**src/rtl/mips32_mem_pkg.sv**
```systemverilog
// Shared types for the MIPS32 unified-memory arbiter: access owners, FSM states, default widths.
package mips32_mem_pkg;

   localparam int unsigned ADDR_W_DEF = 10;
   localparam int unsigned DATA_W_DEF = 32;

   typedef enum logic [1:0] {OWN_NONE, OWN_IF, OWN_DM, OWN_DBG} owner_e;
   typedef enum logic {S_IDLE, S_WAIT} state_e;

   // pick vector is {dbg, dm, if}, at most one bit set
   function automatic owner_e pick_to_owner(input logic [2:0] pick);
      unique case (pick)
         3'b100:  return OWN_DBG;
         3'b010:  return OWN_DM;
         3'b001:  return OWN_IF;
         default: return OWN_NONE;
      endcase
   endfunction

endpackage

```
**src/rtl/mips32_mem_prio_pick.sv**
```systemverilog
// Combinational winner select: DBG > DM > IF, except a starving IF beats DM (never DBG).
module mips32_mem_prio_pick (
   input  logic       if_req_i,
   input  logic       dm_req_i,
   input  logic       dbg_req_i,
   input  logic       starve_i,
   output logic [2:0] pick_o
);

   always_comb begin
      pick_o = 3'b000;
      if (dbg_req_i) begin
         pick_o = 3'b100;
      end else if (if_req_i && (starve_i || !dm_req_i)) begin
         pick_o = 3'b001;
      end else if (dm_req_i) begin
         pick_o = 3'b010;
      end
   end

endmodule

```
**src/rtl/mips32_mem_arbiter.sv**
```systemverilog
// Shares the single-ported unified memory between IF, DM and DBG: one access in flight,
// fixed MEM_LAT read latency, next access may launch in the response cycle.
module mips32_mem_arbiter
   import mips32_mem_pkg::*;
#(
   parameter int unsigned ADDR_W     = ADDR_W_DEF,
   parameter int unsigned DATA_W     = DATA_W_DEF,
   parameter int unsigned MEM_LAT    = 1,
   parameter int unsigned STARVE_MAX = 4
) (
   input  logic              clk,
   input  logic              rst,
   input  logic              halted,
   input  logic              if_req,
   input  logic [ADDR_W-1:0] if_addr,
   output logic              if_gnt,
   output logic              if_rvalid,
   input  logic              dm_req,
   input  logic              dm_we,
   input  logic [ADDR_W-1:0] dm_addr,
   input  logic [DATA_W-1:0] dm_wdata,
   output logic              dm_gnt,
   output logic              dm_rvalid,
   input  logic              dbg_req,
   input  logic              dbg_we,
   input  logic [ADDR_W-1:0] dbg_addr,
   input  logic [DATA_W-1:0] dbg_wdata,
   output logic              dbg_gnt,
   output logic              dbg_rvalid,
   output logic [DATA_W-1:0] rdata,
   output logic              mem_en,
   output logic              mem_we,
   output logic [ADDR_W-1:0] mem_addr,
   output logic [DATA_W-1:0] mem_wdata,
   input  logic [DATA_W-1:0] mem_rdata,
   output logic              busy
);

   localparam int unsigned LatW = $clog2(MEM_LAT + 1);
   localparam int unsigned StvW = $clog2(STARVE_MAX + 1);
   localparam logic [LatW-1:0] LatLast = LatW'(MEM_LAT - 1);
   localparam logic [StvW-1:0] StvMax  = StvW'(STARVE_MAX);

   state_e          state_q, state_d;
   owner_e          owner_q, owner_d;
   logic [LatW-1:0] lat_cnt_q, lat_cnt_d;
   logic [StvW-1:0] starve_cnt_q, starve_cnt_d;

   logic       if_eff;
   logic       resp;
   logic       resp_ok;
   logic       launch;
   logic [2:0] pick;

   assign if_eff  = if_req & ~halted;
   assign resp    = (state_q == S_WAIT) && (lat_cnt_q == LatLast);
   assign resp_ok = resp && !rst;
   // a launch slot is an idle cycle or the response cycle of the current access
   assign launch  = ((state_q == S_IDLE) || resp) && (pick != 3'b000) && !rst;

   mips32_mem_prio_pick u_pick (
      .if_req_i  (if_eff),
      .dm_req_i  (dm_req),
      .dbg_req_i (dbg_req),
      .starve_i  (starve_cnt_q == StvMax),
      .pick_o    (pick)
   );

   always_ff @(posedge clk) begin
      if (rst) begin
         state_q      <= S_IDLE;
         owner_q      <= OWN_NONE;
         lat_cnt_q    <= '0;
         starve_cnt_q <= '0;
      end else begin
         state_q      <= state_d;
         owner_q      <= owner_d;
         lat_cnt_q    <= lat_cnt_d;
         starve_cnt_q <= starve_cnt_d;
      end
   end

   always_comb begin
      state_d      = state_q;
      owner_d      = owner_q;
      lat_cnt_d    = lat_cnt_q;
      starve_cnt_d = starve_cnt_q;
      if (launch) begin
         state_d   = S_WAIT;
         owner_d   = pick_to_owner(pick);
         lat_cnt_d = '0;
      end else if (resp) begin
         state_d   = S_IDLE;
         owner_d   = OWN_NONE;
         lat_cnt_d = '0;
      end else if (state_q == S_WAIT) begin
         lat_cnt_d = lat_cnt_q + 1'b1;
      end
      if (!if_eff || (launch && pick[0])) begin
         starve_cnt_d = '0;
      end else if (launch && pick[1] && (starve_cnt_q != StvMax)) begin
         starve_cnt_d = starve_cnt_q + 1'b1;
      end
   end

   always_comb begin
      if_gnt     = launch & pick[0];
      dm_gnt     = launch & pick[1];
      dbg_gnt    = launch & pick[2];
      mem_en     = launch;
      mem_we     = 1'b0;
      mem_addr   = '0;
      mem_wdata  = '0;
      if (launch) begin
         unique case (pick)
            3'b100: begin
               mem_we    = dbg_we;
               mem_addr  = dbg_addr;
               mem_wdata = dbg_wdata;
            end
            3'b010: begin
               mem_we    = dm_we;
               mem_addr  = dm_addr;
               mem_wdata = dm_wdata;
            end
            3'b001:  mem_addr = if_addr;
            default: mem_we   = 1'b0;
         endcase
      end
      if_rvalid  = resp_ok && (owner_q == OWN_IF);
      dm_rvalid  = resp_ok && (owner_q == OWN_DM);
      dbg_rvalid = resp_ok && (owner_q == OWN_DBG);
      rdata      = resp_ok ? mem_rdata : '0;
      busy       = (state_q == S_WAIT) && !rst;
   end

endmodule

```
**config.mk**
```make
export PLATFORM = sky130hd
export DESIGN_NAME = mips32_mem_arbiter
export DESIGN_NICKNAME = d
export VERILOG_FILES = /design/src/rtl/mips32_mem_pkg.sv /design/src/rtl/mips32_mem_prio_pick.sv /design/src/rtl/mips32_mem_arbiter.sv
export SDC_FILE = /design/constraint.sdc
export NUM_CORES = 1
export LEC_CHECK = 0
export CORE_ASPECT_RATIO = 0.75
export CORE_MARGIN = 5
export CORE_UTILIZATION = 22
export CTS_CLUSTER_SIZE = 14
export DETAILED_ROUTE_END_ITERATION = 10
export HOLD_SLACK_MARGIN = 0.1
export PLACE_DENSITY_LB_ADDON = 0.2
export SYNTH_ARGS = -nofsm -noshare
export SYNTH_HDL_FRONTEND = slang
export SYNTH_SLANG_ARGS = --single-unit
```
**constraint.sdc**
```tcl
create_clock -name clk -period 1.8 [get_ports clk]
set_input_delay 0.27 -clock clk [delete_from_list [all_inputs] [get_ports clk]]
set_output_delay 0.27 -clock clk [all_outputs]
set_load 0.01 [all_outputs]
```
# [Word-level counts from Yosys, hierarchy flattened]
# Cells that the tools add are included.
[word_totals] regBits=7 in_bits=134 output_inout_bits=83 wordCells=58
[classes] add_sub_neg=2 eq_ne=8 n_mux=15 bitwise=7 reduce_logical=22
[op_table] operator="32-bit two-way mux" count=2
[op_table] operator="32-bit case mux with 2 select lines" count=1
[op_table] operator="10-bit case mux with 3 select lines" count=1
[op_table] operator="1-bit logical AND" count=12
[op_table] operator="10-bit two-way mux" count=1
[op_table] operator="3-bit == test, second input constant" count=2
[op_table] operator="2-bit two-way mux" count=3
[op_table] operator="3-bit two-way mux" count=2
[op_table] operator="2-bit case mux with 3 select lines" count=1
[op_table] operator="1-bit bitwise AND" count=4
[op_table] operator="2-bit == test, second input constant" count=2
[op_table] operator="3-bit by 1-bit adder with 3-bit output, second input constant" count=1
[op_table] operator="3-bit by 1-bit == test with 1-bit output, second input constant" count=1
[op_table] operator="3-bit by 2-bit == test with 1-bit output, second input constant" count=1
[op_table] operator="1-bit logical NOT" count=3
[op_table] operator="1-bit logical OR" count=3
[op_table] operator="1-bit two-way mux" count=3
[op_table] operator="3-bit inequality test, second input constant" count=1
[op_table] operator="1-bit NOT" count=3
[op_table] operator="3-bit nonzero test" count=1
[op_table] operator="3-bit OR reduction" count=1
[op_table] operator="2-bit by 1-bit == test with 1-bit output, second input constant" count=1
[op_table] operator="1-bit case mux with 2 select lines" count=1
[op_table] operator="2-bit nonzero test" count=1
[op_table] operator="other kinds (2)" count=2

# [Logic depth before layout (Yosys ltp)]
# Gate-level depths: netlist of run 1.
[logic_depth] ltp_word=11 ltp_mapped=7 depth_no_buf=5

# [Cells and area by module]
# A second synthesis of run 1 with hierarchy kept.
[hier_totals] cells_unflattened=222 hier_area_um2=1457.6
[modules_own_cells] mod="mips32_mem_arbiter" n_inst=1 cells_per_inst=217 area_per_inst_um2=1420.1 seq_area_each_um2=140.1
[modules_own_cells] mod="mips32_mem_prio_pick" n_inst=1 cells_per_inst=5 area_per_inst_um2=37.5 seq_area_each_um2=0.0

# [Worst setup path after synthesis of run 1]
# Ideal clock, no wire load.
[synth_path] kind="reg-to-output" startpoint="reg starve_cnt_q[0]" endpoint="out mem_addr[8]" arrival_ns=1.472 required_time_ns=1.530 slack_ns=0.058 stages_incl_launch_ff=6 n_path_buf=0 path_cell_list="dfxtp_1 > inv_1 > ha_1 > a21bo_2 > and3_1 > a221o_1"
[synth_via] elab_chain_cells=9 word_cells_on_any_way=13 classes_between="eq/ne: 4; mux: 4; reduce/logical: 5"
[synth_lines] item="from (decl)" line="mips32_mem_arbiter.sv:47" rtl="logic [StvW-1:0] starve_cnt_q, starve_cnt_d;"
[synth_lines] item="from (signal assigned)" line="mips32_mem_arbiter.sv:79" rtl="starve_cnt_q <= starve_cnt_d;"
[synth_lines] item="3-bit == test (*)" line="mips32_mem_arbiter.sv:65" rtl=".starve_i (starve_cnt_q == StvMax),"
[synth_lines] item="1-bit logical OR (*)" line="mips32_mem_prio_pick.sv:14" rtl="end else if (if_req_i && (starve_i || !dm_req_i)) begin"
[synth_lines] item="1-bit logical AND (*)" line="mips32_mem_prio_pick.sv:14"
[synth_lines] item="3-bit two-way mux (*)" line="mips32_mem_prio_pick.sv:14"
[synth_lines] item="3-bit two-way mux (*)" line="mips32_mem_prio_pick.sv:12" rtl="if (dbg_req_i) begin"
[synth_lines] item="branches (longest 3 deep; another with 10-bit case mux with 3 select lines)"
[synth_lines] item="10-bit two-way mux (*)" line="mips32_mem_arbiter.sv:114" rtl="if (launch) begin"
[synth_lines] item="to (decl)" line="mips32_mem_arbiter.sv:33" rtl="output logic [ADDR_W-1:0] mem_addr,"
# Mark *: on every way between the ends.

# [Final worst setup path of run 1]
# Ends and elaborated chain as after synthesis.

==> impl_metrics.prom, run 1 <==
# TYPE chip_impl_metric gauge
chip_impl_info{name="cts_root_buffer",value="clkbuf_8"} 1
chip_impl_metric{name="final_layout_size_suffix_gt1_share",unit="%"} 47.2
chip_impl_metric{name="finalHoldViolCount",unit=""} 0
chip_impl_info{name="tritoncts",value="yes"} 1
chip_impl_info{name="setup.worst_path.start",value="starve_cnt_q[0]"} 1
chip_impl_metric{name="yosys_reg_bits",unit=""} 7
chip_impl_metric{name="critical-path-max-stage-delay",unit="ps"} 330
chip_impl_metric{name="clock_sink_count",unit=""} 7
chip_impl_metric{name="p_leak",unit="nW"} 1.85
chip_impl_metric{name="drt-initial-drc-count",unit=""} 112
chip_impl_metric{name="ys.warnings.count",unit=""} 0
chip_impl_info{name="rsz0062_at_grt",value="true"} 1
chip_impl_metric{name="clock_tree.buffer_depth",unit=""} 2
chip_impl_metric{name="dp_worst_setup_slack",unit="ps"} -655
chip_impl_metric{name="cp.depth",unit=""} 7
chip_impl_metric{name="area_growth_syn_to_layout",unit="%"} 217
chip_impl_metric{name="worst-r2r-cell-count",unit=""} 9
chip_impl_metric{name="finalWorstSetupSlack",unit="ps"} -173
chip_impl_metric{name="finClkSkew",unit="ps"} 1.62
chip_impl_info{name="critical_path.startpoint_type",value="flip-flop"} 1
chip_impl_info{name="worst_r2r_startpoint",value="starve_cnt_q[0]"} 1
chip_impl_metric{name="route.vias.total",unit=""} 2505
chip_impl_metric{name="first_global_vias",unit=""} 2453
chip_impl_metric{name="rows",unit=""} 24
chip_impl_metric{name="ctsHtreeMaxLevel",unit=""} 1
chip_impl_metric{name="antenna_found_initial",unit=""} 0
chip_impl_info{name="violations",value="setup timing"} 1
chip_impl_metric{name="clk_transition_reported_paths",unit="ps"} 40
chip_impl_metric{name="routed_via_density",unit=""} 4.95
chip_impl_metric{name="number_of_antenna_diodes",unit=""} 0
chip_impl_metric{name="power_per_cell_area",unit="nW/um^2"} 299
chip_impl_metric{name="wire_length_of_the_first_global_routing_pass",unit="microns"} 13400
chip_impl_info{name="criticalPathCategory",value="flip-flop to output pin"} 1
chip_impl_metric{name="detail_route.wirelength",unit="microns"} 9810
chip_impl_metric{name="slew_viol_final",unit=""} 0
chip_impl_metric{name="setup_viol",unit=""} 44
chip_impl_metric{name="fin_crit_sh",unit="%"} 110
chip_impl_metric{name="drv_cap",unit=""} 0
chip_impl_metric{name="fp.dieArea",unit="sq um"} 7540
chip_impl_metric{name="wl_per_cell",unit="microns"} 19.4
chip_impl_metric{name="post_synth_num_cell_types",unit=""} 38
chip_impl_metric{name="buffer_ports.inserted",unit=""} 216
chip_impl_metric{name="grt.overflow.total",unit=""} 0
chip_impl_metric{name="flop_to_flop_setup_slack",unit="ps"} -40
chip_impl_metric{name="worst_pin_slew",unit="ps"} 431
chip_impl_metric{name="post_synth_instance_area",unit="sq um"} 1290
chip_impl_metric{name="grt_use_total",unit="%"} 21.8
chip_impl_metric{name="design.final.nets",unit=""} 565
chip_impl_metric{name="synth_fp_nets",unit=""} 305
chip_impl_metric{name="detail-route-antenna-nets",unit=""} 0
chip_impl_metric{name="drtPass1Iterations",unit=""} 4
chip_impl_metric{name="maximum_number_of_pins_on_one_net_before_global_route_repair",unit=""} 19
chip_impl_info{name="crit_path_end",value="mem_addr[8]"} 1
chip_impl_metric{name="cp.required",unit="ps"} 1530
chip_impl_metric{name="tns",unit="ps"} -3270
chip_impl_metric{name="worstPathBufferInverterCount",unit=""} 3
chip_impl_metric{name="die_x",unit="microns"} 98.6
chip_impl_metric{name="worst_ir_drop_on_vdd",unit="V"} 0.000424
chip_impl_metric{name="detailed_placement_hpwl",unit="microns"} 6690
chip_impl_info{name="critPathTopFamily",value="compound AO/OA/AOI/OAI gates"} 1
chip_impl_info{name="worst_path_max_delay_cell",value="dfxtp_2"} 1
chip_impl_metric{name="cts-buffers-inserted",unit=""} 3
chip_impl_metric{name="remaining_drc_errors",unit=""} 0
chip_impl_metric{name="arrival",unit="ps"} 1700
chip_impl_info{name="hold_class",value="flip-flop to flip-flop"} 1
chip_impl_info{name="crit-reg2reg-capture",value="starve_cnt_q[2]"} 1
chip_impl_metric{name="synth_sequential_area_ratio",unit="%"} 10.8
chip_impl_metric{name="post_synth_inst_count",unit=""} 169
chip_impl_metric{name="cp_max_fo",unit=""} 2
chip_impl_metric{name="finalWorstPathRequiredPeriod",unit="ps"} 1970
chip_impl_metric{name="clkLatencyLatePin",unit="ps"} 230
chip_impl_metric{name="postSynthAreaPerCell",unit="sq um"} 7.66
chip_impl_metric{name="io_pins",unit=""} 217
chip_impl_metric{name="relSlewSlack",unit="%"} 70.9
chip_impl_metric{name="maxClockFrequency",unit="GHz"} 0.507
chip_impl_metric{name="die_h",unit="microns"} 76.4
chip_impl_info{name="critical_path.cell_chain",value="inv_2 -> ha_4 -> buf_6 -> a21bo_4 -> and3_4 -> a221o_1 -> buf_2"} 1
chip_impl_info{name="outcome",value="finished, violations left"} 1
chip_impl_info{name="timing.critical_path.to_type",value="output pin"} 1
chip_impl_metric{name="starting_density_of_the_core",unit="%"} 22.5
chip_impl_metric{name="core_region_area",unit="sq um"} 5770
chip_impl_metric{name="gp_congestion",unit=""} 0.881
cells in the mapped netlist:
| library cell | n | share of area [%] |
|---|---|---|
| clkbuf_1 | 7 | 2.0 |
| a221o_1 | 1 | 0.77 |
| nor4bb_1 | 1 | 0.77 |
| a21oi_1 | 14 | 5.4 |
| a211oi_1 | 1 | 0.58 |
| inv_2 | 1 | 0.29 |
| o22ai_1 | 1 | 0.48 |
| a311o_1 | 1 | 0.77 |
| nand2b_1 | 3 | 1.4 |
| ha_1 | 2 | 1.9 |
| nor4b_1 | 1 | 0.68 |
| a31oi_1 | 1 | 0.48 |
| nor2b_1 | 3 | 1.4 |
| nand2_1 | 3 | 0.87 |
| nor3_1 | 2 | 0.77 |
| buf_6 | 6 | 5.2 |
| and3_4 | 1 | 0.87 |
| and3_1 | 4 | 1.9 |
| nor2_1 | 2 | 0.58 |
| o41a_1 | 1 | 0.87 |
| a21bo_2 | 1 | 0.77 |
| nor3b_1 | 1 | 0.58 |
| a21oi_2 | 1 | 0.68 |
| a22o_1 | 33 | 22 |
| nand4_1 | 2 | 0.97 |
| buf_2 | 3 | 1.2 |
| o2bb2ai_1 | 1 | 0.68 |
| buf_4 | 2 | 1.2 |
| and2_1 | 34 | 16 |
| a32oi_1 | 9 | 6.1 |
| o31ai_1 | 2 | 1.2 |
| a21o_1 | 2 | 1.2 |
| o32ai_1 | 1 | 0.68 |
| nand4b_4 | 1 | 1.8 |
| nand3_1 | 9 | 3.5 |
| inv_1 | 3 | 0.87 |
| nor3b_2 | 1 | 0.97 |
| dfxtp_1 | 7 | 11 |
where the power goes:
group	internal, mW	total (mW)	switching (mW)
Combinational	0.540	0.836	0.296
Clock	0.154	0.226	0.0726
Sequential	0.160	0.166	0.00639
worst reg2reg max path, delay by kind of cell (launching register included):
| family | cells | cell delay [ps] |
|---|---|---|
| buffers and inverters | 5 | 550 |
| AO/OA/AOI/OAI | 3 | 720 |
| adder cells (fa/ha/maj) | 1 | 170 |
| flip-flops | 1 | 330 |
timing repair:
action / in CTS / in global routing
setup endpoints to repair: 83 / 86
hold buffers: 0 / 0
buffers inserted: 17 / 9
gates resized for setup: 345 / 97
cloned: 3 / 7
pin swaps: 10 / 16
metal layers:
layer / GRT usage (%) / part of all wire [%]
met5: 0 / 0
met3: 5.31 / 7.0
met1: 24.5 / 39
met4: 5.05 / 1.6
met2: 41.0 / 52
flip-flops by register name (all words and copies together) (netlist names):
| name | flops |
|---|---|
| state_q | 1 |
| lat_cnt_q | 1 |
| starve_cnt_q | 3 |
| owner_q | 2 |
how the worst min path moves through the flow:
stage / startpoint / cells after the start / end / slack, ps
floorplan: dm_req / 2 / state_q / 440
global placement: owner_q[0] / 2 / owner_q[0] / 500
detailed placement: owner_q[0] / 2 / owner_q[0] / 500
CTS: owner_q[0] / 2 / owner_q[0] / 510
global route: owner_q[0] / 2 / owner_q[0] / 550
finish: owner_q[0] / 2 / owner_q[0] / 530
stage by stage:
step	power, mW	utilization (%)	instance area (sq um)	instances	hold slack (ps)
finish	1.23	71.2	4110	506	532
global route	1.29	71.2	4110	506	549
CTS	1.14	64.8	3740	494	509
detailed placement	0.918	63.5	3660	471	503
global placement	0.908	63.5	3660	471	501
floorplan	0.393	-	1290	169	437
kinds of logic (layout without fill, tap and decap cells):
kind of cell | count (synthesis) | after routing | share of synthesized area (%)
AOI/OAI and AO/OA | 70 | 71 | 42.9
and+or+nand+nor | 68 | 68 | 33.6
buffers and inverters | 22 | 280 | 10.7
DFF | 7 | 7 | 10.8
adders and majority gates | 2 | 2 | 1.93
final cells by class:
class	count	area, sq um
well taps	78	97.6
flip-flops and latches	7	148
repair buffers	272	2550
clock buffers	4	45.0
inverters	4	15.0
fillers	452	1660
multi-input cells	141	1250
cells in the final DEF (no fill, tap or decap), drive strengths merged, types with 3 or more instances in the layout:
master and instances:
and3 5, a32oi 9, nand3 9, nor2b 3
buf 128, a22o 33, a21oi 15, nand2 3
nand2b 3, clkbuf 12, dlygate4sd2 6, a21o 3
dfxtp 7, and2 34, clkdlybuf4s50 129, inv 4
(Power assumes the default switching activity.)
==> run 2: changes to the inputs <==
--- a/config.mk
+++ b/config.mk
@@ -10,8 +10,10 @@
 export CORE_UTILIZATION = 22
 export CTS_CLUSTER_SIZE = 14
 export DETAILED_ROUTE_END_ITERATION = 10
+export GPL_TIMING_DRIVEN = 1
 export HOLD_SLACK_MARGIN = 0.1
 export PLACE_DENSITY_LB_ADDON = 0.2
+export SETUP_SLACK_MARGIN = 0.4
 export SYNTH_ARGS = -nofsm -noshare
 export SYNTH_HDL_FRONTEND = slang
 export SYNTH_SLANG_ARGS = --single-unit
==> impl_metrics.prom, run 2 (same netlist as run 1, synthesis figures left out) <==
# TYPE chip_impl_metric gauge
chip_impl_metric{name="min_delay_path_depth",unit=""} 2
chip_impl_metric{name="worstPathBufferInverterCount",unit=""} 4
chip_impl_metric{name="placedCellCount",unit=""} 475
chip_impl_metric{name="clk_transition_reported_paths",unit="ps"} 50
chip_impl_metric{name="antenna_found_initial",unit=""} 1
chip_impl_metric{name="critical-path-max-stage-delay",unit="ps"} 320
chip_impl_metric{name="multiInputGateArea",unit="sq um"} 1280
chip_impl_metric{name="maximum_number_of_pins_on_one_net_before_global_route_repair",unit=""} 13
chip_impl_metric{name="die_x",unit="microns"} 98.6
chip_impl_metric{name="filler_cell_count",unit=""} 444
chip_impl_metric{name="setup_viol",unit=""} 42
chip_impl_info{name="min_from",value="owner_q[1]"} 1
chip_impl_info{name="criticalPathCategory",value="flip-flop to output pin"} 1
chip_impl_metric{name="detailed_placement_hpwl",unit="microns"} 6780
chip_impl_info{name="violations",value="setup timing"} 1
chip_impl_metric{name="drt-initial-drc-count",unit=""} 88
chip_impl_metric{name="ctsHtreeMaxLevel",unit=""} 1
chip_impl_info{name="layout_top_registers",value="starve_cnt_q x3, owner_q x2"} 1
chip_impl_info{name="layout_common_cells",value="128 x clkdlybuf4s50_1, 62 x buf_6, 33 x and2_4, 33 x a22o_1, 32 x buf_2"} 1
chip_impl_metric{name="drtPass1Iterations",unit=""} 4
chip_impl_info{name="worst_path_max_delay_cell",value="dfxtp_2"} 1
chip_impl_metric{name="arrival",unit="ps"} 1680
chip_impl_metric{name="route.vias.total",unit=""} 2451
chip_impl_metric{name="p_leak",unit="nW"} 1.86
chip_impl_metric{name="tns",unit="ps"} -3080
chip_impl_metric{name="flop_to_flop_setup_slack",unit="ps"} 320
chip_impl_metric{name="fp.dieArea",unit="sq um"} 7540
chip_impl_metric{name="post_cts_hold_buffer_count",unit=""} 0
chip_impl_metric{name="clkLatencyLatePin",unit="ps"} 230
chip_impl_metric{name="routed_via_density",unit=""} 4.84
chip_impl_metric{name="finalHoldViolCount",unit=""} 0
chip_impl_metric{name="slew_viol_final",unit=""} 0
chip_impl_metric{name="fin_area",unit="sq um"} 4240
chip_impl_metric{name="worst_pin_slew",unit="ps"} 291
chip_impl_metric{name="cp.required",unit="ps"} 1530
chip_impl_metric{name="gp_congestion",unit=""} 0.889
chip_impl_metric{name="area_growth_syn_to_layout",unit="%"} 227
chip_impl_metric{name="finalWorstPathRequiredPeriod",unit="ps"} 1950
chip_impl_metric{name="maxClockFrequency",unit="GHz"} 0.512
chip_impl_metric{name="starting_density_of_the_core",unit="%"} 22.5
chip_impl_info{name="rsz0062_at_grt",value="true"} 1
chip_impl_info{name="layout_commonest_cell",value="clkdlybuf4s50_1"} 1
chip_impl_info{name="hold_class",value="flip-flop to flip-flop"} 1
chip_impl_metric{name="wl_per_cell",unit="microns"} 18.1
chip_impl_metric{name="detail-route-antenna-nets",unit=""} 0
chip_impl_metric{name="wire_length_of_the_first_global_routing_pass",unit="microns"} 13800
chip_impl_metric{name="buffer_ports.inserted",unit=""} 216
chip_impl_metric{name="first_global_vias",unit=""} 2552
chip_impl_metric{name="final_layout_size_suffix_gt1_share",unit="%"} 50.1
chip_impl_info{name="outcome",value="finished, violations left"} 1
chip_impl_info{name="critical_path.cell_chain",value="inv_2 -> ha_4 -> nand4b_4 -> and3_4 -> buf_12 -> buf_16 -> a22o_1 -> buf_6"} 1
chip_impl_info{name="critical_path.startpoint_type",value="flip-flop"} 1
chip_impl_metric{name="relSlewSlack",unit="%"} 80.5
chip_impl_metric{name="fin_crit_sh",unit="%"} 109
chip_impl_metric{name="worst_ir_drop_on_vdd",unit="V"} 0.000296
chip_impl_metric{name="io_pins",unit=""} 217
chip_impl_info{name="critPathTopFamily",value="buffers and inverters"} 1
chip_impl_info{name="tritoncts",value="yes"} 1
chip_impl_metric{name="clock_tree.buffer_depth",unit=""} 2
chip_impl_metric{name="die_h",unit="microns"} 76.4
chip_impl_metric{name="cts-buffers-inserted",unit=""} 3
chip_impl_metric{name="finalWorstSetupSlack",unit="ps"} -154
chip_impl_metric{name="design.final.nets",unit=""} 564
chip_impl_info{name="worst_r2r_startpoint",value="starve_cnt_q[0]"} 1
chip_impl_metric{name="fin_cells",unit=""} 506
chip_impl_metric{name="power_per_cell_area",unit="nW/um^2"} 300
chip_impl_metric{name="final_core_utilization",unit="%"} 73.5
chip_impl_metric{name="core_region_area",unit="sq um"} 5770
chip_impl_metric{name="largest_reg_flops",unit=""} 3
chip_impl_metric{name="remaining_drc_errors",unit=""} 0
chip_impl_metric{name="grt_use_total",unit="%"} 22.5
chip_impl_metric{name="rows",unit=""} 24
chip_impl_info{name="cts_root_buffer",value="clkbuf_8"} 1
chip_impl_metric{name="detailed_place.area",unit="sq um"} 3740
chip_impl_metric{name="grt.overflow.total",unit=""} 0
chip_impl_info{name="crit-reg2reg-capture",value="starve_cnt_q[2]"} 1
chip_impl_info{name="top_register",value="starve_cnt_q"} 1
chip_impl_metric{name="clock_sink_count",unit=""} 7
chip_impl_metric{name="area.sequential",unit="sq um"} 148
chip_impl_metric{name="finClkSkew",unit="ps"} 4.14
chip_impl_metric{name="worst-r2r-cell-count",unit=""} 6
chip_impl_metric{name="detail_route.wirelength",unit="microns"} 9160
chip_impl_metric{name="cp_max_fo",unit=""} 6
chip_impl_metric{name="drv_cap",unit=""} 0
chip_impl_info{name="worst_hold_path.endpoint",value="owner_q[1]"} 1
chip_impl_info{name="timing.critical_path.to_type",value="output pin"} 1
[run 2: worst max-delay path by stage]
| stage | from | to | slack (ps) | cells past startpoint |
|---|---|---|---|---|
| detailed placement | rst | mem_wdata[11] | -660 | 6 |
| global route | starve_cnt_q[0] | mem_wdata[14] | -210 | 8 |
| global placement | rst | mem_wdata[20] | -620 | 6 |
| finish | starve_cnt_q[0] | mem_wdata[14] | -150 | 8 |
| CTS | starve_cnt_q[0] | mem_wdata[7] | -130 | 8 |
| floorplan | starve_cnt_q[0] | mem_wdata[22] | 180 | 7 |
[run 2: metal layers]
| layer | part of all wire (%) | track usage, % | routed length, microns | vias up |
|---|---|---|---|---|
| li1 | - | - | - | 1174 |
| met1 | 37 | 23.9 | 3370 | 1156 |
| met2 | 55 | 43.9 | 5000 | 109 |
| met3 | 7.0 | 5.95 | 638 | 12 |
| met4 | 1.6 | 4.64 | 148 | 0 |
| met5 | 0 | 0 | 0 | - |
[run 2: repair_timing]
item / 4_1_cts / 5_1_grt
buffers inserted: 16 / 4
gates resized for setup: 409 / 47
pin swaps: 33 / 15
cloned: 6 / 0
endpoints found under the setup margin: 88 / 86
[run 2: layout make-up]
cell class              instances  share of cell area, %
flip-flops and latches          7                   3.48
diodes                          1                 0.0591
multi-input cells             140                   30.1
clock buffers                   4                   1.06
inverters                       4                  0.354
well taps                      78                   2.30
repair buffers                272                   62.6
[run 2: worst min-delay path, cell delays in order, from the launching register on]
cell and delay (ps):
dfxtp_1 360, nand2b_1 90, o2bb2ai_1 70
[run 2: power breakdown]
group,internal (mW),leakage (nW),switching (mW),total [mW]
Sequential,0.161,0.0594,0.00658,0.167
Clock,0.154,0.0228,0.0810,0.235
Combinational,0.574,1.78,0.296,0.870
Total,0.889,1.86,0.384,1.27
[run 2: through the flow]
step	worst slack (ps)	hold WS [ps]	power, mW
finish	-154	561	1.27
detailed placement	-664	501	0.934
global placement	-623	500	0.925
global route	-213	613	1.33
floorplan	181	437	0.408
CTS	-134	534	1.21
==> run 3: changes to the inputs <==
--- a/config.mk
+++ b/config.mk
@@ -5,7 +5,8 @@
 export SDC_FILE = /design/constraint.sdc
 export NUM_CORES = 1
 export LEC_CHECK = 0
-export CORE_ASPECT_RATIO = 0.75
+export ABC_CLOCK_PERIOD_IN_PS = 1800
+export CORE_ASPECT_RATIO = 0.8
 export CORE_MARGIN = 5
 export CORE_UTILIZATION = 22
 export CTS_CLUSTER_SIZE = 14
==> impl_metrics.prom, run 3 (same netlist as run 1, synthesis figures left out) <==
# TYPE chip_impl_metric gauge
chip_impl_metric{name="finalWorstPathRequiredPeriod",unit="ps"} 1910
chip_impl_metric{name="finClkSkew",unit="ps"} 6.09
chip_impl_metric{name="core_region_area",unit="sq um"} 5820
chip_impl_metric{name="number_of_antenna_diodes",unit=""} 0
chip_impl_metric{name="first_global_vias",unit=""} 2369
chip_impl_metric{name="clkLatencyLatePin",unit="ps"} 240
chip_impl_info{name="outcome",value="finished, violations left"} 1
chip_impl_metric{name="cp_max_fo",unit=""} 5
chip_impl_info{name="timing.critical_path.to_type",value="output pin"} 1
chip_impl_metric{name="power_per_cell_area",unit="nW/um^2"} 301
chip_impl_metric{name="maximum_number_of_pins_on_one_net_before_global_route_repair",unit=""} 21
chip_impl_metric{name="final_layout_size_suffix_gt1_share",unit="%"} 48.2
chip_impl_info{name="layout_common_cells",value="128 x clkdlybuf4s50_1, 56 x buf_2, 52 x buf_6"} 1
chip_impl_metric{name="routed_via_density",unit=""} 4.75
chip_impl_metric{name="fp.dieArea",unit="sq um"} 7530
chip_impl_info{name="top_register",value="starve_cnt_q"} 1
chip_impl_metric{name="grt.overflow.total",unit=""} 0
chip_impl_metric{name="placedCellCount",unit=""} 481
chip_impl_metric{name="dp_worst_setup_slack",unit="ps"} -596
chip_impl_metric{name="power_frac_seq",unit="%"} 13.8
chip_impl_metric{name="finalWorstSetupSlack",unit="ps"} -105
chip_impl_metric{name="die_h",unit="microns"} 78.6
chip_impl_metric{name="starting_density_of_the_core",unit="%"} 22.3
chip_impl_metric{name="tns",unit="ps"} -3310
chip_impl_info{name="criticalPathCategory",value="flip-flop to output pin"} 1
chip_impl_metric{name="worst_ir_drop_on_vdd",unit="V"} 0.000202
chip_impl_info{name="setup.worst_path.start",value="state_q"} 1
chip_impl_metric{name="slew_viol_final",unit=""} 0
chip_impl_metric{name="antenna_found_initial",unit=""} 0
chip_impl_metric{name="fin_area",unit="sq um"} 4060
chip_impl_metric{name="clk_transition_reported_paths",unit="ps"} 50
chip_impl_metric{name="cp.required",unit="ps"} 1530
chip_impl_metric{name="wl_per_cell",unit="microns"} 17.5
chip_impl_metric{name="detailed_placement_hpwl",unit="microns"} 6610
chip_impl_metric{name="power.combinational.fraction",unit="%"} 67.0
chip_impl_metric{name="grt_use_total",unit="%"} 20.7
chip_impl_info{name="tritoncts",value="yes"} 1
chip_impl_metric{name="design.final.nets",unit=""} 564
chip_impl_metric{name="p_total",unit="mW"} 1.22
chip_impl_metric{name="detailed_place.area",unit="sq um"} 3770
chip_impl_metric{name="relSlewSlack",unit="%"} 79.8
chip_impl_info{name="violations",value="setup timing"} 1
chip_impl_metric{name="cts-buffers-inserted",unit=""} 3
chip_impl_metric{name="io_pins",unit=""} 217
chip_impl_metric{name="p_leak",unit="nW"} 1.85
chip_impl_metric{name="detail-route-antenna-nets",unit=""} 0
chip_impl_metric{name="setup_viol",unit=""} 72
chip_impl_metric{name="flop_to_flop_setup_slack",unit="ps"} 320
chip_impl_metric{name="wire_length_of_the_first_global_routing_pass",unit="microns"} 12500
chip_impl_metric{name="worst-r2r-cell-count",unit=""} 7
chip_impl_metric{name="fin_crit_sh",unit="%"} 106
chip_impl_metric{name="worst_pin_slew",unit="ps"} 303
chip_impl_metric{name="largest_reg_flops",unit=""} 3
chip_impl_metric{name="switchingPower",unit="mW"} 0.373
chip_impl_metric{name="drv_cap",unit=""} 0
chip_impl_metric{name="clock_tree.buffer_depth",unit=""} 2
chip_impl_metric{name="gp_congestion",unit=""} 0.811
chip_impl_metric{name="rows",unit=""} 25
chip_impl_metric{name="remaining_drc_errors",unit=""} 0
chip_impl_metric{name="fin_cells",unit=""} 508
chip_impl_metric{name="min_delay_path_depth",unit=""} 1
chip_impl_metric{name="part_of_the_total_power_dissipated_in_the_clock_network",unit="%"} 19.2
chip_impl_metric{name="buffer_ports.inserted",unit=""} 216
chip_impl_info{name="worst_r2r_startpoint",value="state_q"} 1
chip_impl_metric{name="cellInternalPower",unit="mW"} 0.849
chip_impl_metric{name="drtPass1Iterations",unit=""} 4
chip_impl_info{name="crit-reg2reg-capture",value="starve_cnt_q[2]"} 1
chip_impl_metric{name="arrival",unit="ps"} 1640
chip_impl_metric{name="maxClockFrequency",unit="GHz"} 0.525
chip_impl_metric{name="drt-initial-drc-count",unit=""} 62
chip_impl_metric{name="ctsHtreeMaxLevel",unit=""} 1
chip_impl_info{name="crit_path_end",value="mem_addr[8]"} 1
chip_impl_metric{name="netSwitchingFraction",unit="%"} 30.5
chip_impl_info{name="cts_root_buffer",value="clkbuf_8"} 1
chip_impl_info{name="layout_commonest_cell",value="clkdlybuf4s50_1"} 1
chip_impl_metric{name="die_x",unit="microns"} 95.8
chip_impl_info{name="rsz0062_at_grt",value="true"} 1
chip_impl_metric{name="clock_sink_count",unit=""} 7
chip_impl_info{name="critical_path.startpoint_type",value="flip-flop"} 1
chip_impl_metric{name="detail_route.wirelength",unit="microns"} 8900
chip_impl_info{name="layout_top_registers",value="starve_cnt_q x3, owner_q x2"} 1
chip_impl_metric{name="area_growth_syn_to_layout",unit="%"} 213
chip_impl_metric{name="finalHoldViolCount",unit=""} 0
chip_impl_metric{name="route.vias.total",unit=""} 2412
chip_impl_info{name="hold_class",value="flip-flop to flip-flop"} 1
[run 3: cell count changes in the layout (fill, tap and decap cells not counted), sizes merged]
cell / delta
clkdlybuf4s15: -8
buf: +6
dlygate4sd2: -1
clkbuf: +3
diode: -1
[run 3: per-stage QoR]
step | hold slack (ps) | util (%)
floorplan | 437 | -
global placement | 484 | 64.8
detailed placement | 488 | 64.8
CTS | 470 | 63.8
global route | 506 | 69.7
finish | 497 | 69.7
[run 3: critical path, stage by stage (launching register included)]
cell and delay (ps):
dfxtp_4 390, a21oi_4 70, buf_6 110, buf_4 130
buf_6 110, and3_4 140, a221o_1 320, buf_6 130
[run 3: worst min-delay path by stage]
stage | start | to | slack [ps]
final | state_q | lat_cnt_q | 500
after global routing | state_q | lat_cnt_q | 510
after CTS | state_q | lat_cnt_q | 470
after detailed placement | lat_cnt_q | lat_cnt_q | 490
after global placement | lat_cnt_q | lat_cnt_q | 480
after floorplan | dm_req | state_q | 440
[run 3: timing repair]
action,CTS,global route
cloned,5,1
setup endpoints to repair,88,86
pin swaps,6,35
endpoints found under the hold margin,0,0
setup buffers,8,9
hold buffers,0,0
resized for setup,357,89
[run 3: metal layers]
layer	vias to the layer above	GRT usage (%)	wire length [microns]
li1	1169	-	-
met1	1113	21.4	3120
met2	120	40.9	4750
met3	10	5.94	934
met4	0	3.69	90
met5	-	0	0
[run 3: final cells by class]
type | instances | area, sq um
Inverter | 4 | 15.0
Sequential cell | 7 | 148
Timing Repair Buffer | 272 | 2490
Tap cell | 81 | 101
Fill cell | 485 | 1760
Clock buffer | 4 | 45.0
Multi-Input combinational cell | 140 | 1260
[run 3: power by group through the flow]
| stage | Combinational (mW) | Sequential, mW | Clock (mW) |
|---|---|---|---|
| 4_1_cts | 0.744 | 0.167 | 0.235 |
| 3_3_place_gp | 0.757 | 0.169 | 0 |
| 3_5_place_dp | 0.765 | 0.169 | 0 |
| 6_report | 0.819 | 0.169 | 0.234 |
| 2_1_floorplan | 0.239 | 0.169 | 0 |
| 5_1_grt | 0.868 | 0.169 | 0.245 |
